<file path="config.mk">
export PLATFORM = sky130hd
export DESIGN_NAME = uart_tx_flat
export DESIGN_NICKNAME = d
export VERILOG_FILES = /design/src/rtl/uart_pkg.sv /design/src/rtl/uart_tx_if.sv /design/src/rtl/uart_baud_gen.sv /design/src/rtl/uart_tx.sv /design/src/flat_wrapper.sv
export SDC_FILE = /design/constraint.sdc
export NUM_CORES = 1
export LEC_CHECK = 0
export BUFFER_PORTS_ARGS = -buffer_cell sky130_fd_sc_hd__buf_4
export CAP_MARGIN = 0
export CORE_MARGIN = 2
export CORE_UTILIZATION = 45
export CTS_CLUSTER_SIZE = 20
export DETAILED_ROUTE_END_ITERATION = 7
export GPL_TIMING_DRIVEN = 1
export HOLD_SLACK_MARGIN = 0.12
export SYNTH_ARGS = -nofsm -noshare
export SYNTH_HDL_FRONTEND = slang
export SYNTH_SLANG_ARGS = --single-unit
</file>
<file path="constraint.sdc">
create_clock -name clk -period 3.3 [get_ports clk]
set_clock_uncertainty 0.1 [all_clocks]
set_input_delay 0.165 -clock clk [delete_from_list [all_inputs] [get_ports clk]]
set_output_delay 0.165 -clock clk [all_outputs]
set_load 0.02 [all_outputs]
</file>
<file path="src/rtl/uart_pkg.sv">
// uart_pkg: shared UART state encoding, default parameters and parity helper
package uart_pkg;
    localparam int DEF_DATA_W       = 8;
    localparam int DEF_CLKS_PER_BIT = 16;
    localparam int MAX_DATA_W       = 9;

    typedef enum logic [2:0] {IDLE, START, DATA, PARITY, STOP} uart_state_e;

    function automatic logic even_parity(input logic [MAX_DATA_W-1:0] d);
        return ^d;
    endfunction
endpackage

</file>
<file path="src/rtl/uart_tx_if.sv">
// uart_tx_if: valid/ready word handshake plus serial line and status of the transmitter
interface uart_tx_if import uart_pkg::*; #(parameter int DATA_W = DEF_DATA_W);
    logic [DATA_W-1:0] tx_data;
    logic              tx_valid;
    logic              tx_ready;
    logic              tx;
    logic              busy;

    modport master (output tx_data, tx_valid, input tx_ready, tx, busy);
    modport slave  (input tx_data, tx_valid, output tx_ready, tx, busy);
endinterface

</file>
<file path="src/rtl/uart_baud_gen.sv">
// uart_baud_gen: bit-period counter with clear/enable, pulses bit_tick_o in the last cycle of each bit
module uart_baud_gen import uart_pkg::*; #(
    parameter int CLKS_PER_BIT = DEF_CLKS_PER_BIT
) (
    input  logic clk,
    input  logic reset,
    input  logic clr_i,
    input  logic en_i,
    output logic bit_tick_o
);
    localparam int CW = $clog2(CLKS_PER_BIT);

    logic [CW-1:0] cnt_q, cnt_d;

    assign bit_tick_o = en_i && cnt_q == CW'(CLKS_PER_BIT - 1);

    always_comb cnt_d = (clr_i || bit_tick_o) ? '0 : en_i ? cnt_q + CW'(1) : cnt_q;

    always_ff @(posedge clk or posedge reset)
        if (reset) cnt_q <= '0;
        else       cnt_q <= cnt_d;
endmodule

</file>
<file path="src/rtl/uart_tx.sv">
// uart_tx: frames words into start/data(LSB first)/stop serial bits on a registered line.
// Define UART_TX_PARITY_EN to append an even-parity bit after the data bits.
module uart_tx import uart_pkg::*; #(
    parameter int DATA_W       = DEF_DATA_W,
    parameter int CLKS_PER_BIT = DEF_CLKS_PER_BIT
) (
    input  logic       clk,
    input  logic       reset,
    uart_tx_if.slave   bus
);
    localparam int BW = $clog2(DATA_W);

    uart_state_e       state_q;
    logic [DATA_W-1:0] shift_q;
    logic [BW-1:0]     bit_q;
    logic              tx_q;
    logic              ready_q;
    logic              tick;
`ifdef UART_TX_PARITY_EN
    logic              par_q;
`endif

    // The counter is held clear in IDLE so every frame starts on a full bit period
    uart_baud_gen #(.CLKS_PER_BIT(CLKS_PER_BIT)) u_baud (
        .clk        (clk),
        .reset      (reset),
        .clr_i      (state_q == IDLE),
        .en_i       (state_q != IDLE),
        .bit_tick_o (tick)
    );

    assign bus.tx       = tx_q;
    assign bus.tx_ready = ready_q;
    assign bus.busy     = !ready_q;

    always_ff @(posedge clk or posedge reset)
        if (reset) begin
            state_q <= IDLE;
            shift_q <= '0;
            bit_q   <= '0;
            tx_q    <= 1'b1;
            ready_q <= 1'b1;
`ifdef UART_TX_PARITY_EN
            par_q   <= 1'b0;
`endif
        end else begin
            case (state_q)
                IDLE: if (bus.tx_valid) begin
                    shift_q <= bus.tx_data;
                    state_q <= START;
                    tx_q    <= 1'b0;
                    ready_q <= 1'b0;
`ifdef UART_TX_PARITY_EN
                    par_q   <= even_parity(MAX_DATA_W'(bus.tx_data));
`endif
                end
                START: if (tick) begin
                    state_q <= DATA;
                    bit_q   <= '0;
                    tx_q    <= shift_q[0];
                end
                DATA: if (tick) begin
                    shift_q <= shift_q >> 1;
                    if (bit_q == BW'(DATA_W - 1)) begin
`ifdef UART_TX_PARITY_EN
                        state_q <= PARITY;
                        tx_q    <= par_q;
`else
                        state_q <= STOP;
                        tx_q    <= 1'b1;
`endif
                    end else begin
                        bit_q <= bit_q + BW'(1);
                        tx_q  <= shift_q[1];
                    end
                end
`ifdef UART_TX_PARITY_EN
                PARITY: if (tick) begin
                    state_q <= STOP;
                    tx_q    <= 1'b1;
                end
`endif
                STOP: if (tick) begin
                    state_q <= IDLE;
                    tx_q    <= 1'b1;
                    ready_q <= 1'b1;
                end
                default: begin
                    state_q <= IDLE;
                    tx_q    <= 1'b1;
                    ready_q <= 1'b1;
                end
            endcase
        end
endmodule
</file>
<file path="src/flat_wrapper.sv">
// flat-port wrapper written by rule: the top's interface ports become plain ports
module uart_tx_flat import uart_pkg::*;
#(
    parameter int DATA_W       = DEF_DATA_W,
    parameter int CLKS_PER_BIT = DEF_CLKS_PER_BIT
)
  (clk, reset, bus_tx_data, bus_tx_valid, bus_tx_ready, bus_tx, bus_busy);
  uart_tx_if #(.DATA_W(DATA_W)) bus_i ();
  input  logic clk;
  input  logic reset;
  input wire logic [$bits(bus_i.tx_data)-1:0] bus_tx_data;
  input wire logic [$bits(bus_i.tx_valid)-1:0] bus_tx_valid;
  output wire logic [$bits(bus_i.tx_ready)-1:0] bus_tx_ready;
  output wire logic [$bits(bus_i.tx)-1:0] bus_tx;
  output wire logic [$bits(bus_i.busy)-1:0] bus_busy;
  assign bus_i.tx_data = bus_tx_data;
  assign bus_i.tx_valid = bus_tx_valid;
  assign bus_tx_ready = bus_i.tx_ready;
  assign bus_tx = bus_i.tx;
  assign bus_busy = bus_i.busy;
  uart_tx #(.DATA_W(DATA_W), .CLKS_PER_BIT(CLKS_PER_BIT)) u_core (.clk(clk), .reset(reset), .bus(bus_i));
endmodule
</file>
* Word level (Yosys, flattened, before mapping)
Index checks and enable logic that the tools add are counted.
** Storage, ports and cells
- Memory bits (writable) :: 0
- Logic and storage cells :: 55
- Latch bits :: 0
- Memory bits (read-only) :: 0
- Input bits :: 11
- Output and inout bits :: 3
- Bits in registers :: 20
- Memories kept :: 0
** Cells by class
- Shift-type cells :: 0
- Order comparisons :: 0
- Bitwise operators :: 1
- $add $sub $neg :: 2
- Divide/modulo/power cells :: 0
- Multipliers :: 0
- Multiplexer cells :: 21
- Reductions and logical operators :: 14
- Equality and inequality tests :: 11
** Operators with widths (count)
- 3-bit 2-to-1 mux :: 7
- 8-bit 2-to-1 mux :: 2
- 8-bit case mux with 2 select lines :: 1
- 3-bit case mux with 4 select lines :: 1
- 2-bit inequality test, second input constant :: 5
- 4-bit 2-to-1 mux :: 2
- 4-bit AND reduction :: 2
- 3-bit equality test, second input constant :: 2
- 3-bit case mux with 2 select lines :: 1
- 3-bit AND reduction :: 2
- 2-bit nonzero test :: 3
- 1-bit 2-to-1 mux :: 5
- 5-bit AND reduction :: 1
- 4-bit by 1-bit adder with 4-bit output, second input constant :: 1
- 4-bit equality test, second input constant :: 1
- 1-bit case mux with 4 select lines :: 1
- 3-bit by 1-bit adder with 3-bit output, second input constant :: 1
- 3-bit by 1-bit equality test with 1-bit output, second input constant :: 1
- 3-bit by 2-bit equality test with 1-bit output, second input constant :: 1
- 3-bit zero test :: 1
- 1-bit case mux with 3 select lines :: 1
- 3-bit nonzero test :: 1
- 2-bit by 1-bit inequality test with 1-bit output, second input constant :: 1
- 2-bit OR reduction :: 1
- 4 further kinds :: 4

* Depth between registers and ports, before layout
Gate-level depths: netlist of run 1.
- Word-level depth :: 4
- Gate-level depth with buffers :: 6
- Depth with buffers taken out :: 5

* By module
Synthesis of run 1 repeated with hierarchy kept, for this count alone.
** Second synthesis, totals
- Cell total of the unflattened synthesis :: 106
- Area, all modules :: 1119.8 µm²
** Modules (own cells, without submodules)
- uart_tx :: times used 1, sequential area each 402.9 µm², area an instance 909.6 µm², cells each 84
- uart_baud_gen :: times used 1, sequential area each 100.1 µm², area an instance 210.2 µm², cells each 22

* Least setup slack after synthesis of run 1
OpenSTA, ideal clock, no wires.
- Kind :: register -> register
- From :: reg u_core.u_baud.cnt_q[0]
- To :: reg u_core.bit_q[0]
- Path buffers :: 0
- Data required time :: 3.075 ns
- Stages on the path, launching flop included :: 6
- Period minus slack after synthesis :: 1.596 ns
- Path slack :: 1.704 ns
- Setup time :: 0.125 ns
- Data arrival time :: 1.371 ns
- Cells stage by stage :: dfrtp_1 > ha_1 > and3_1 > and2b_1 > o21ai_4 > mux2_4
** Between the ends
- Cells in the longest elaborated chain, start to end :: 4
- Elaborated cells on any way between the ends :: 5
- Classes of those cells :: 3 x eq/ne; 2 x reduce/logical
** RTL lines
- start: declaration :: line uart_baud_gen.sv:13 : logic [CW-1:0] cnt_q, cnt_d;
- start signal: assignment :: line uart_baud_gen.sv:21 : else cnt_q <= cnt_d;
- 4-bit equality test * :: line uart_baud_gen.sv:15 : assign bit_tick_o = en_i && cnt_q == CW'(CLKS_PER_BIT - 1);
- 1-bit logical AND * :: line uart_baud_gen.sv:15
- 2-bit inequality test (no line)
- 4-bit AND reduction (no line) *
- end signal: assignment :: line uart_tx.sv:73 : bit_q <= bit_q + BW'(1);
- end: declaration :: line uart_tx.sv:15 : logic [BW-1:0] bit_q;
Every way passes the cells marked *; elsewhere a longest branch is shown, timed or not.
A chain may end at the register's enable or synchronous reset.

* Worst setup path after layout of run 1
- From :: reg u_core.u_baud.cnt_q[0]
- To :: reg u_core.bit_q[1]
Same word-level chain as after synthesis.

==> metrics.md, run 1 <==
| Metric | Value |
|---|---|
| Run status | finished clean |
| Post-synth EDFFs | 0 |
| Commonest non-fill, non-tap cell in the layout | dfrtp_1 |
| Share of cells above drive strength 1 | 24.8% |
| Post-route antenna net violation count | 0 |
| Die X-Extent | 52.8 microns |
| Min Tclk post-route | 1900 ps |
| Unique masters post-synth | 35 |
| Most frequent cells in the layout | 18 x dfrtp_1, 14 x nor2_1, 13 x buf_4, 10 x dlygate4sd3_1, 7 x mux2i_1 |
| WL final | 1.93 mm |
| ANT cells | 0 |
| H-tree Lvls | 1 |
| Final TNS setup | 0 ps |
| Multi-input gate area | 518 sq um |
| Pwr Total | 0.963 mW |
| Total GRT Usage | 17.0% |
| Xor and xnor area share after synthesis | 1.63% |
| Grt ovf | 0 |
| Vias in the first global route | 757 |
| CP max FO | 12 |
| Top cell type's share of synthesized area | 42.0% |
| Synth top area cells | dfrtp_1 42%, mux2i_1 6.5%, dfstp_2 4.9% |
| Largest net degree at the start of global routing | 21 |
| Post-DP HPWL | 1.28 mm |
| R2R depth | 5 |
| Post-synthesis mux area share | 10.7% |
| Worst setup SP type | register |
| Main combinational cell family by area after synthesis | simple AND/OR/NAND/NOR gates |
| Met3 routed WL | 77 microns |
| Fraction of the mapped netlist area in simple logic gates | 17.5% |
| RePlAce Congestion | 0.812 |
| Wl on met1 | 881 microns |
| Rows | 17 |
| CTS Sinks | 20 |
| Wire per inst | 12.9 microns |
| Worst Hold Class | register to register |
| Iteration-0 DRC Markers | 18 |
| Fin. max-slew vios | 0 |
| Syn avg cell area | 10.8 sq um |
| Hold Crit Depth | 1 |
| Unrepaired setup endpoints after global routing | no |
| Clock buffer depth | 2 |
| LEAKAGE | 0.648 nW |
| Worst R2R Setup Slack | 1400 ps |
| Area of the core | 2230 sq um |
| Synth Area in Adders | 3.50% |
| Filler Cell Count | 194 |
| Cell area after synthesis | 1070 sq um |
| Number of max-cap violations | 0 |
| RR Endpoint | u_core.bit_q[1]$_DFFE_PP0P_ |
| NumNets Final | 136 |
| Worst setup path start | u_core.u_baud.cnt_q[0]$_DFFE_PP0P_ |
| Syn Nets | 113 |
| Maximum clock rate | 0.527 GHz |
| Sequential-to-total area share from yosys stat | 46.9% |
| R2r startpoint | u_core.u_baud.cnt_q[0]$_DFFE_PP0P_ |
| CP Data Required Time | 3400 ps |
| Initial antenna violation count | 0 |
| Relative slew slack | 49.2% |
| Full die area | 2790 sq um |
| Min-Delay Endpoint | u_core.u_baud.cnt_q[0]$_DFFE_PP0P_ |
| Synthesis-to-finish area growth | 23.1% |
| Vias per cell | 5.35 |
| I/O Buffers | 13 |
| Peak VDD IR | 0.390 mV |
| Syn Inst Count | 99 |
| First-pass GRT wire length | 3.36 mm |
| Pre-Repair DR Iteration Count | 4 |
| Wire length on met2 | 946 microns |
| #FFs+latches synth | 20 |
| Setup-failing EPs final | 0 |
| Worst Path Arrival | 1990 ps |
| CTS clock-pin slew for the worst setup and hold paths | 120 ps |
| Final Cycle Share | 57.5% |
| Worst Setup Path Type | register to register |
| Storage element area | 503 sq um |
| Num CTS Buffers | 3 |
| Worst setup EP type | register |
| Resize count post-CTS | 0 |
| Worst slew pin tran | 761 ps |
| Fin. Hold Viols | 0 |
| Starting density of the core | 48.1% |
| PD cells | 729 nW/um^2 |
| Via count | 797 |
| Min-delay src | u_core.u_baud.cnt_q[0]$_DFFE_PP0P_ |
| Max Used Layer | met4 |
| DRC | 0 |
| Ys async rst share | 100% |
| Post-synthesis compound-gate area fraction | 14.9% |
| Root Buffer | clkbuf_4 |
| Clk_lat worst skew | 310 ps |
| Post-synth top area cell | dfrtp_1 |
| TritonCTS clock tree | built |
| Synthesis warning total | 0 |
| Die Y | 52.8 microns |
| Synth Flop Type | dfrtp_1 |
| # IOs | 14 |
[synth_stat cells, types with 2 or more instances]
library cell and count:
mux2i_1 7, buf_6 2, nor3_1 4, inv_1 4, a21oi_2 2, o21ai_0 3
a21oi_1 5, a22oi_1 3, ha_1 3, mux2_4 3, dfstp_2 2, nor2_1 14
and3_1 3, buf_2 3, nand3_1 2, and2b_1 3, dfrtp_1 18
[layout make-up]
type                            count  area share [%]
Multi-Input combinational cell     70            39.2
Sequential cell                    20            38.1
Timing Repair Buffer               23            15.0
Tap cell                           28            2.65
Clock inverter                      1            2.27
Clock buffer                        3            1.70
Inverter                            4            1.14
[sequential cells by signal, indices dropped and copies added, names as in the netlist]
signal and cells:
u_core.shift_q 8, u_core.u_baud.cnt_q 4, u_core.bit_q 3, u_core.state_q 3
u_core.bus.tx 1, u_core.bus.tx_ready 1
[layer usage]
metal | vias to the layer above | GRT usage, %
met2 | 18 | 28.1
li1 | 392 | -
met3 | 4 | 6.00
met1 | 383 | 20.2
met5 | - | 0
met4 | 0 | 6.41
[per-stage QoR]
step / util (%) / setup WS, ps / area, sq um / instances / hold slack [ps]
final: 59.2 / 1400 / 1320 / 149 / 400
after global routing: 59.2 / 1300 / 1320 / 149 / 426
after CTS: 59.2 / 1410 / 1320 / 149 / 401
after detailed placement: 52.3 / 1450 / 1170 / 135 / 246
after global placement: 52.3 / 1500 / 1170 / 135 / 243
after floorplan: - / 1700 / 1070 / 99 / 27.3
[how the worst max path moves through the flow]
stage	end	slack, ps
finish	u_core.bit_q[1]$_DFFE_PP0P_	1400
global route	u_core.bit_q[1]$_DFFE_PP0P_	1300
CTS	u_core.bit_q[2]$_DFFE_PP0P_	1410
detailed placement	u_core.bit_q[2]$_DFFE_PP0P_	1450
global placement	u_core.bit_q[0]$_DFFE_PP0P_	1500
floorplan	u_core.bit_q[0]$_DFFE_PP0P_	1700
[critical path: stages, from the launching register on]
cell and delay [ps]:
dfrtp_1 400, ha_1 210, and3_1 440, and2b_1 250, o21ai_4 90, mux2_4 300
[logic make-up (layout without fill, tap and decap cells)]
kind of cell	Yosys count	count (layout)
and+or+nand+nor	35	35
AOI/OAI and AO/OA	20	20
DFF	20	20
muxes	10	10
buffers and inverters	9	31
adders and majority gates	3	3
xor gates and xnor gates	2	2
[repair_timing]
item                      CTS  global route
hold endpoints to repair   28             0
hold buffers               10             0
setup buffers               0             0
[power by group]
group          switching [mW]  internal (mW)
clock                  0.0770          0.123
sequential             0.0809          0.351
combinational           0.170          0.161
total                   0.328          0.635
No activity file was read; power rests on OpenSTA's default activity.
==> run 2, diff against run 1 <==
Clock period 3.3 ns to 1.8 ns, I/O delays scaled along.
==> metrics.md, run 2 (synthesis gave the netlist of run 1 again) <==
| Metric | Value |
|---|---|
| Full die area | 2790 sq um (unchanged) |
| Post-Layout Inst Area | 1340 sq um (+1.6%) |
| Worst setup SP type | register |
| Min Tclk post-route | 1680 ps (-213 ps) |
| I/O Buffers | 13 (unchanged) |
| Area of the core | 2230 sq um (unchanged) |
| Vias in the first global route | 791 (+4.5%) |
| Sequential power share | 46.6% (+1.8 points) |
| R2r startpoint | u_core.bit_q[0]$_DFFE_PP0P_ |
| ANT cells | 0 (unchanged) |
| Relative slew slack | 65.8% (+17 points) |
| Rows | 17 (unchanged) |
| Iteration-0 DRC Markers | 7 (-11) |
| # IOs | 14 (unchanged) |
| Clock buffer depth | 2 (unchanged) |
| CP Data Required Time | 1890 ps (-1510 ps) |
| Max reg flops | 8 (unchanged) |
| Post-DP HPWL | 1.29 mm (+1.1%) |
| Run status | finished clean |
| WL final | 1.89 mm (-1.8%) |
| Root Buffer | clkbuf_4 |
| Clk_lat worst skew | 300 ps (about the same) |
| Worst slew pin tran | 508 ps (-253 ps) |
| Slowest-stage cell, CP | dfrtp_1 |
| NumNets Final | 141 (+3.7%) |
| TritonCTS clock tree | built |
| H-tree Lvls | 1 (unchanged) |
| LEAKAGE | 0.667 nW (+3.0%) |
| CP max FO | 4 (-8) |
| Largest regs | u_core.shift_q x8, u_core.u_baud.cnt_q x4 |
| Net Sw Power | 0.594 mW (+81%) |
| Share of cells above drive strength 1 | 27.8% (+3.0 points) |
| Fin. max-slew vios | 0 (unchanged) |
| Wire per inst | 12.3 microns (-5.0%) |
| Vias per cell | 5.21 (-2.6%) |
| Most frequent cells in the layout | 18 x buf_4, 18 x dfrtp_1, 14 x nor2_1, 10 x dlygate4sd3_1, 7 x mux2i_1 |
| Largest net degree at the start of global routing | 21 (unchanged) |
| Peak VDD IR | 0.786 mV (+100%) |
| Worst setup EP type | register |
| Fin. Hold Viols | 0 (unchanged) |
| Final Cycle Share | 93.6% (+36 points) |
| Most flops, register | u_core.shift_q |
| Starting density of the core | 48.1% (unchanged) |
| CP peak stage delay | 390 ps (-50 ps) |
| Final TNS setup | 0 ps (unchanged) |
| Total GRT Usage | 17.5% (+0.44 points) |
| Setup-failing EPs final | 0 (unchanged) |
| Combinational power share | 37.7% (+3.3 points) |
| CTS clock-pin slew for the worst setup and hold paths | 120 ps (about the same) |
| Int Pwr | 1.08 mW (+70%) |
| Resize count post-CTS | 0 (unchanged) |
| Die X-Extent | 52.8 microns (unchanged) |
| DRC | 0 (unchanged) |
| CTS Sinks | 20 (unchanged) |
| Maximum clock rate | 0.594 GHz (+13%) |
| Most used cell, CP | ha_1 |
| Area post-placement | 1210 sq um (+3.2%) |
| Synthesis-to-finish area growth | 25.1% |
| Worst Setup Path Type | register to register |
| Worst setup path start | u_core.bit_q[0]$_DFFE_PP0P_ |
| Worst Hold Class | input port to asynchronous set/reset pin |
| Grt ovf | 0 (unchanged) |
| Pre-Repair DR Iteration Count | 4 (unchanged) |
| RePlAce Congestion | 0.785 (-3.3%) |
| Post-route antenna net violation count | 0 (unchanged) |
| Crit path cell chain | ha_1 > ha_1 > and2b_1 > o21ai_4 > mux2_4 |
| Sw Share | 35.5% (+1.4 points) |
| Unrepaired setup endpoints after global routing | no |
| First-pass GRT wire length | 3.51 mm (+4.5%) |
| Num CTS Buffers | 3 (unchanged) |
| Initial antenna violation count | 0 (unchanged) |
| Via count | 802 (+0.63%) |
| Worst R2R Setup Slack | 120 ps (-1290 ps) |
| PD cells | 1250 nW/um^2 (+71%) |
| Clock power frac | 15.7% (-5.1 points) |
| Worst Path Arrival | 1780 ps (-210 ps) |
| Number of max-cap violations | 0 (unchanged) |
| Die Y | 52.8 microns (unchanged) |
run 2: stage by stage:
| step | setup slack, ps | util [%] | hold slack (ps) | power, mW | cells |
|---|---|---|---|---|---|
| final | 116 | 60.1 | 256 | 1.67 | 154 |
| after CTS | 106 | 60.1 | 252 | 1.70 | 154 |
| after floorplan | 204 | - | -47.7 | 1.26 | 99 |
| after global placement | 152 | 54.0 | 38.4 | 1.40 | 140 |
| after detailed placement | 126 | 54.0 | 40.5 | 1.41 | 140 |
| after global routing | 17.7 | 60.1 | 291 | 1.82 | 154 |
run 2: power groups by stage:
stage | Sequential [mW] | Clock (mW) | Combinational [mW]
after global placement | 0.792 | 0 | 0.607
after floorplan | 0.766 | 0 | 0.498
after global routing | 0.815 | 0.291 | 0.714
final | 0.780 | 0.263 | 0.630
after CTS | 0.784 | 0.276 | 0.635
after detailed placement | 0.794 | 0 | 0.616
run 2: per-layer routing:
metal | GRT usage, % | part of all wire, % | vias to the layer above
met4 | 7.69 | 0.85 | 0
met1 | 23.0 | 47 | 384
li1 | - | - | 407
met2 | 27.7 | 50 | 9
met3 | 3.43 | 2.2 | 2
met5 | 0 | 0 | -
run 2: cell type report:
cell class | instances | area, sq um
Sequential cell | 20 | 503
Fill cell | 211 | 891
Timing Repair Buffer | 28 | 235
Tap cell | 28 | 35.0
Multi-Input combinational cell | 70 | 518
Inverter | 4 | 15.0
Clock buffer | 4 | 36.3
run 2: final timing paths:
kind / endpoint / depth (start not counted)
min reg2reg: u_core.u_baud.cnt_q[0]$_DFFE_PP0P_ / 1
min in group clk: u_core.u_baud.cnt_q[0]$_DFFE_PP0P_ / 1
min: u_core.u_baud.cnt_q[1]$_DFFE_PP0P_ / 4
max: u_core.bit_q[0]$_DFFE_PP0P_ / 5
max reg2reg: u_core.bit_q[0]$_DFFE_PP0P_ / 5
max in group asynchronous: u_core.bus.tx$_DFFE_PP1P_ / 4
run 2: timing repair:
action | CTS | global route
endpoints found under the hold margin | 30 | 0
buffers inserted | 0 | 0
hold buffers | 10 | 0
run 2: worst max-delay path: cells and delay by family (launching register included):
kind | cells | cell delay, ps
flip-flops | 1 | 390
adder cells (fa/ha/maj) | 2 | 340
AND/OR/NAND/NOR | 1 | 220
multiplexers | 1 | 310
AO/OA/AOI/OAI | 1 | 210
